==> config.mk <==
export PLATFORM = sky130hd
export DESIGN_NAME = mmio_uart_tx
export DESIGN_NICKNAME = d
export VERILOG_FILES = /design/src/rtl/mmio_uart_pkg.sv /design/src/rtl/sync_fifo.sv /design/src/rtl/mmio_uart_tx.sv
export SDC_FILE = /design/constraint.sdc
export NUM_CORES = 1
export LEC_CHECK = 0
export BUFFER_PORTS_ARGS = -buffer_cell sky130_fd_sc_hd__buf_2
export CAP_MARGIN = 20
export CORE_MARGIN = 2
export CORE_UTILIZATION = 45
export DETAILED_ROUTE_END_ITERATION = 8
export GPL_ROUTABILITY_DRIVEN = 0
export PLACE_DENSITY = 0.79
export REMOVE_ABC_BUFFERS = 1
export SLEW_MARGIN = 30
export SYNTH_ARGS = -nofsm -noshare
export SYNTH_HDL_FRONTEND = slang
export SYNTH_HIERARCHICAL = 1
export SYNTH_SLANG_ARGS = --single-unit
==> constraint.sdc <==
create_clock -name clk -period 5.1 [get_ports clk]
set_input_delay 0 -clock clk [delete_from_list [all_inputs] [get_ports clk]]
set_output_delay 0 -clock clk [all_outputs]
set_load 0.01 [all_outputs]
==> src/rtl/mmio_uart_pkg.sv <==
// Shared types and constants for the MMIO UART transmitter.
package mmio_uart_pkg;

    typedef enum logic [1:0] {IDLE, START, DATA, STOP} uart_state_t;

    localparam logic [31:0] TX_ADDR_DEF   = 32'h0000_0200;
    localparam logic [31:0] STAT_ADDR_DEF = 32'h0000_0204;

    localparam int STAT_BUSY = 0;
    localparam int STAT_FULL = 1;
    localparam int STAT_OVF  = 2;

endpackage

==> src/rtl/sync_fifo.sv <==
// Single-clock FIFO with combinational head output.
module sync_fifo #(
    parameter int WIDTH = 8,
    parameter int DEPTH = 8
) (
    input  logic             clk,
    input  logic             reset,
    input  logic             push,
    input  logic             pop,
    input  logic [WIDTH-1:0] din,
    output logic [WIDTH-1:0] dout,
    output logic             full,
    output logic             empty
);

    localparam int AW = $clog2(DEPTH);

    logic [WIDTH-1:0] mem [DEPTH];
    logic [AW-1:0]    wr_ptr;
    logic [AW-1:0]    rd_ptr;
    logic [AW:0]      count;
    logic             do_push;
    logic             do_pop;

    assign full    = (count == (AW+1)'(DEPTH));
    assign empty   = (count == '0);
    assign dout    = mem[rd_ptr];
    assign do_pop  = pop && !empty;
    // A full FIFO still takes a push when the head leaves on the same edge.
    assign do_push = push && (!full || do_pop);

    always_ff @(posedge clk) begin
        if (reset) begin
            wr_ptr <= '0;
            rd_ptr <= '0;
            count  <= '0;
        end else begin
            if (do_push) wr_ptr <= wr_ptr + AW'(1);
            if (do_pop)  rd_ptr <= rd_ptr + AW'(1);
            unique case ({do_push, do_pop})
                2'b10:   count <= count + (AW+1)'(1);
                2'b01:   count <= count - (AW+1)'(1);
                default: count <= count;
            endcase
        end
    end

    always_ff @(posedge clk) begin
        if (do_push) mem[wr_ptr] <= din;
    end

endmodule

==> src/rtl/mmio_uart_tx.sv <==
// Store-bus UART transmitter: address decode, overflow flag,
// 8N1 shift FSM and combinational status readback.
module mmio_uart_tx
    import mmio_uart_pkg::*;
#(
    parameter logic [31:0] TX_ADDR      = TX_ADDR_DEF,
    parameter logic [31:0] STAT_ADDR    = STAT_ADDR_DEF,
    parameter int          CLKS_PER_BIT = 4,
    parameter int          DEPTH        = 8
) (
    input  logic        clk,
    input  logic        reset,
    input  logic        MemWrite,
    input  logic [31:0] DataAdr,
    input  logic [31:0] WriteData,
    output logic [31:0] ReadDataIO,
    output logic        tx,
    output logic        busy
);

    localparam int BW = $clog2(CLKS_PER_BIT);

    uart_state_t   state;
    logic [BW-1:0] baud;
    logic [2:0]    bit_idx;
    logic [7:0]    shift;
    logic          overflow;

    logic          push_req;
    logic          clr_req;
    logic          pop;
    logic          baud_last;
    logic          full;
    logic          empty;
    logic [7:0]    head;
    logic          unused_wdata;

    assign unused_wdata = ^WriteData[31:8];

    assign push_req  = MemWrite && (DataAdr == TX_ADDR);
    assign clr_req   = MemWrite && (DataAdr == STAT_ADDR) && WriteData[0];
    assign baud_last = (baud == BW'(CLKS_PER_BIT - 1));
    assign pop       = !empty &&
                       ((state == IDLE) || (state == STOP && baud_last));
    assign busy      = (state != IDLE) || !empty;

    sync_fifo #(
        .WIDTH(8),
        .DEPTH(DEPTH)
    ) u_fifo (
        .clk  (clk),
        .reset(reset),
        .push (push_req),
        .pop  (pop),
        .din  (WriteData[7:0]),
        .dout (head),
        .full (full),
        .empty(empty)
    );

    always_comb begin
        ReadDataIO = '0;
        if (DataAdr == STAT_ADDR) begin
            ReadDataIO[STAT_BUSY] = busy;
            ReadDataIO[STAT_FULL] = full;
            ReadDataIO[STAT_OVF]  = overflow;
        end
    end

    // A dropped push beats a clear arriving on the same edge.
    always_ff @(posedge clk) begin
        if (reset) begin
            overflow <= 1'b0;
        end else if (push_req && full && !pop) begin
            overflow <= 1'b1;
        end else if (clr_req) begin
            overflow <= 1'b0;
        end
    end

    // tx is registered from the current state, so the line lags the FSM by one cycle.
    always_ff @(posedge clk) begin
        if (reset) begin
            state   <= IDLE;
            baud    <= '0;
            bit_idx <= '0;
            shift   <= '0;
            tx      <= 1'b1;
        end else begin
            unique case (state)
                START:   tx <= 1'b0;
                DATA:    tx <= shift[0];
                default: tx <= 1'b1;
            endcase

            unique case (state)
                IDLE: begin
                    baud    <= '0;
                    bit_idx <= '0;
                    if (!empty) begin
                        shift <= head;
                        state <= START;
                    end
                end
                START: begin
                    if (baud_last) begin
                        baud    <= '0;
                        bit_idx <= '0;
                        state   <= DATA;
                    end else begin
                        baud <= baud + BW'(1);
                    end
                end
                DATA: begin
                    if (baud_last) begin
                        baud  <= '0;
                        shift <= shift >> 1;
                        if (bit_idx == 3'd7) begin
                            state <= STOP;
                        end else begin
                            bit_idx <= bit_idx + 3'd1;
                        end
                    end else begin
                        baud <= baud + BW'(1);
                    end
                end
                STOP: begin
                    if (baud_last) begin
                        baud <= '0;
                        if (!empty) begin
                            shift <= head;
                            state <= START;
                        end else begin
                            state <= IDLE;
                        end
                    end else begin
                        baud <= baud + BW'(1);
                    end
                end
                default: state <= IDLE;
            endcase
        end
    end

endmodule

==> qor.csv <==
stage,metric,value,unit
run_status,status,"complete, no violations",
timing,whs,0.0942,ns
timing,report.final.slew_viol_count,0,
worst_setup_path,cp_max_fo,8,
routing,drt_pass1_iterations,4,
grt,antenna_found_initial,0,
worst_setup_path,critPathLaunchType,flop,
floorplan,die_area,0.0107,sq mm
grt,grt_overflow_total,0,
routing,wl,7850,microns
placement,placedInstanceArea,0.00466,sq mm
worst_setup_path,critPathMostFrequentCell,nor2_1,
timing,hold_viol,0,
power_and_ir_drop,power,1460,uW
finish,antenna_cells,0,
flow_run,cap_viol_max_count,0,
finish,nets,456,
worst_setup_path,max_stage_delay,0.79,ns
worst_setup_path,cp_top_family,simple AND/OR/NAND/NOR gates,
grt,grt_pass1_wl,12100,microns
grt,grt_max_degree,30,
finish,utilization,51.3,%
timing,period_needed,3.19,ns
floorplan,rows,36,
power_and_ir_drop,leakage,0.00180,uW
placement,hpwl,5340,microns
finish,fillers,811,
clock_network,clk_pin_slew,0.09,ns
synthesis,ys_seq_elements,94,
synthesis,synth_warnings,6,
finish,final_area,0.00497,sq mm
floorplan,fp.dieH,103,microns
power_and_ir_drop,irDropWorstVdd,0.162,mV
synthesis,ys.flop_type,edfxtp_1,
worst_setup_path,endpoint_kind,flop,
floorplan,die_w,103,microns
synthesis,async_flop_share,0,%
clock_network,cts_tree,yes,
finish,layout_common_cells,"edfxtp_1, buf_2, conb_1, dfxtp_1, nor2_1",
grt,track_usage,15.4,%
clock_network,cts.sinks,94,
synthesis,seq_area_frac_synth,56.8,%
worst_setup_path,cp.arrival,3.26,ns
worst_setup_path,cp.required,5.17,ns
floorplan,coreArea,0.00968,sq mm
synthesis,synth.distinct_cells,55,
worst_setup_path,cp_slowest_cell,nor3_1,
routing,vias_per_cell,5.10,
routing,via_count,2619,
routing,drt_iter0_drc,144,
finish,final_common_cell,edfxtp_1,
timing,finalSetupTns,0,ns
power_and_ir_drop,power.density,294,mW/mm^2
placement,io_buffers,47,
synthesis,avgSynthCellArea,13.9,sq um
grt,grt_pass1_vias,2508,
finish,syn_to_final_growth,11.9,%
clock_network,clk_latency,0.36,ns
routing,wl_per_cell,15.3,microns
synthesis,netlist_area,0.00444,sq mm
synthesis,synth-edff-count,64,
finish,drive_above_1_share,24.1,%
timing,relSlewSlack,36.7,%
clock_network,cts_buffers,9,
clock_network,cts.path.max_buffers,2,
timing,fin_skew,0.0130,ns
floorplan,start_util,45.9,%
timing,fmax,313,MHz
synthesis,syn_inst,320,
timing,setup_viol,0,
worst_setup_path,cp_cell_sequence,"or3_1, nor2_1, nor2_1, nand2b_1, o211ai_1, nor3_1, buf_4",
routing,drc,0,
clock_network,cts_root_buffer,clkbuf_8,
floorplan,io_pins,101,
worst_setup_path,crit_buf_inv,1,
routing,drtAntennaViolNets,0,
timing,worstMarginPinSlew,0.942,ns
min_path,worstHoldPathType,in2reg,
worst_setup_path,crit_type,reg2reg,
timing,finalCritPeriodShare,62.6,%
timing,rsz0062_at_grt,no,
clock_network,h-tree-depth,3,
==> flip-flops by register name, summed over array words and instances (netlist names), named ones only <==
| name | flops |
|---|---|
| shift | 8 |
| state | 2 |
| bit_idx | 3 |
| u_fifo/mem | 64 |
| u_fifo/count | 4 |
| overflow | 1 |
| u_fifo/wr_ptr | 3 |
| u_fifo/rd_ptr | 3 |
| baud | 2 |
| tx | 1 |
==> worst paths after layout <==
kind | from | to | slack [ns] | depth (start not counted)
worst max-delay path | u_fifo/count[0] | u_fifo/mem[4][1] | 1.91 | 7
worst min-delay path | reset | u_fifo/count[2] | 0.09 | 2
worst max register to register | u_fifo/count[0] | u_fifo/mem[4][1] | 1.91 | 7
worst min register to register | baud[0] | baud[0] | 0.44 | 1
==> stage by stage <==
stage	std cells	worst slack [ns]
floorplan	304	2.44
global placement	489	2.00
detailed placement	489	1.97
CTS	514	1.91
global route	514	1.69
finish	514	1.91
==> metal layers <==
layer  global-route usage [%]  routed length [microns]  up-vias
met1                     19.0                     3290     1289
met5                        0                        0        -
li1                         -                        -     1256
met2                     25.9                     4130       58
met4                     7.89                      162        0
met3                     2.69                      270       16
==> kinds of logic after synthesis <==
group / after synthesis / share of synthesized area [%]
other: 1 / 0.0844
multiplexers: 37 / 13.9
AND/OR/NAND/NOR: 80 / 9.58
AO/OA/AOI/OAI: 37 / 6.57
XOR/XNOR: 7 / 1.38
flip-flops: 94 / 56.8
buffers and inverters: 51 / 7.80
adder cells (fa/ha/maj): 13 / 3.83
==> synth_stat cells, types with 8 or more instances <==
cell       n  share of area, %
buf_4     29               4.9
nor4_1     8               1.1
nor2_1    25               2.1
a21oi_1   10               1.1
dfxtp_1   30                14
ha_1      12               3.4
mux2i_1   12               2.7
mux4_1    10               5.9
a211oi_1   9               1.5
edfxtp_1  64                43
mux2_2     8               2.0
nand2_1    9              0.76
==> power breakdown <==
group / switching [uW] / internal, uW / total, uW
combinational: 69.4 / 47.3 / 117
clock: 244 / 275 / 520
sequential: 4.76 / 819 / 824
total: 319 / 1140 / 1460
==> cell type report <==
type                            count  area [sq um]  share of cell area (%)
Tap cell                          133           166                    3.35
Multi-Input combinational cell    203          1680                    33.7
Clock buffer                       10           128                    2.57
Timing Repair Buffer               61           363                    7.30
Sequential cell                    94          2520                    50.8
Inverter                            7          26.3                   0.529
Clock inverter                      6          86.3                    1.74
==> worst register-to-register path, delay by kind of cell (launching register included) <==
| family | cells | cell delay (ns) |
|---|---|---|
| AND/OR/NAND/NOR | 5 | 1.99 |
| flip-flops | 1 | 0.46 |
| buffers and inverters | 1 | 0.28 |
| AO/OA/AOI/OAI | 1 | 0.16 |
==> what timing repair did <==
item                                   CTS  global route
buffers inserted                         0             0
gates resized for setup                  0             0
endpoints found under the hold margin   65             0
hold buffers                             9             0
(Power assumes the default switching activity.)
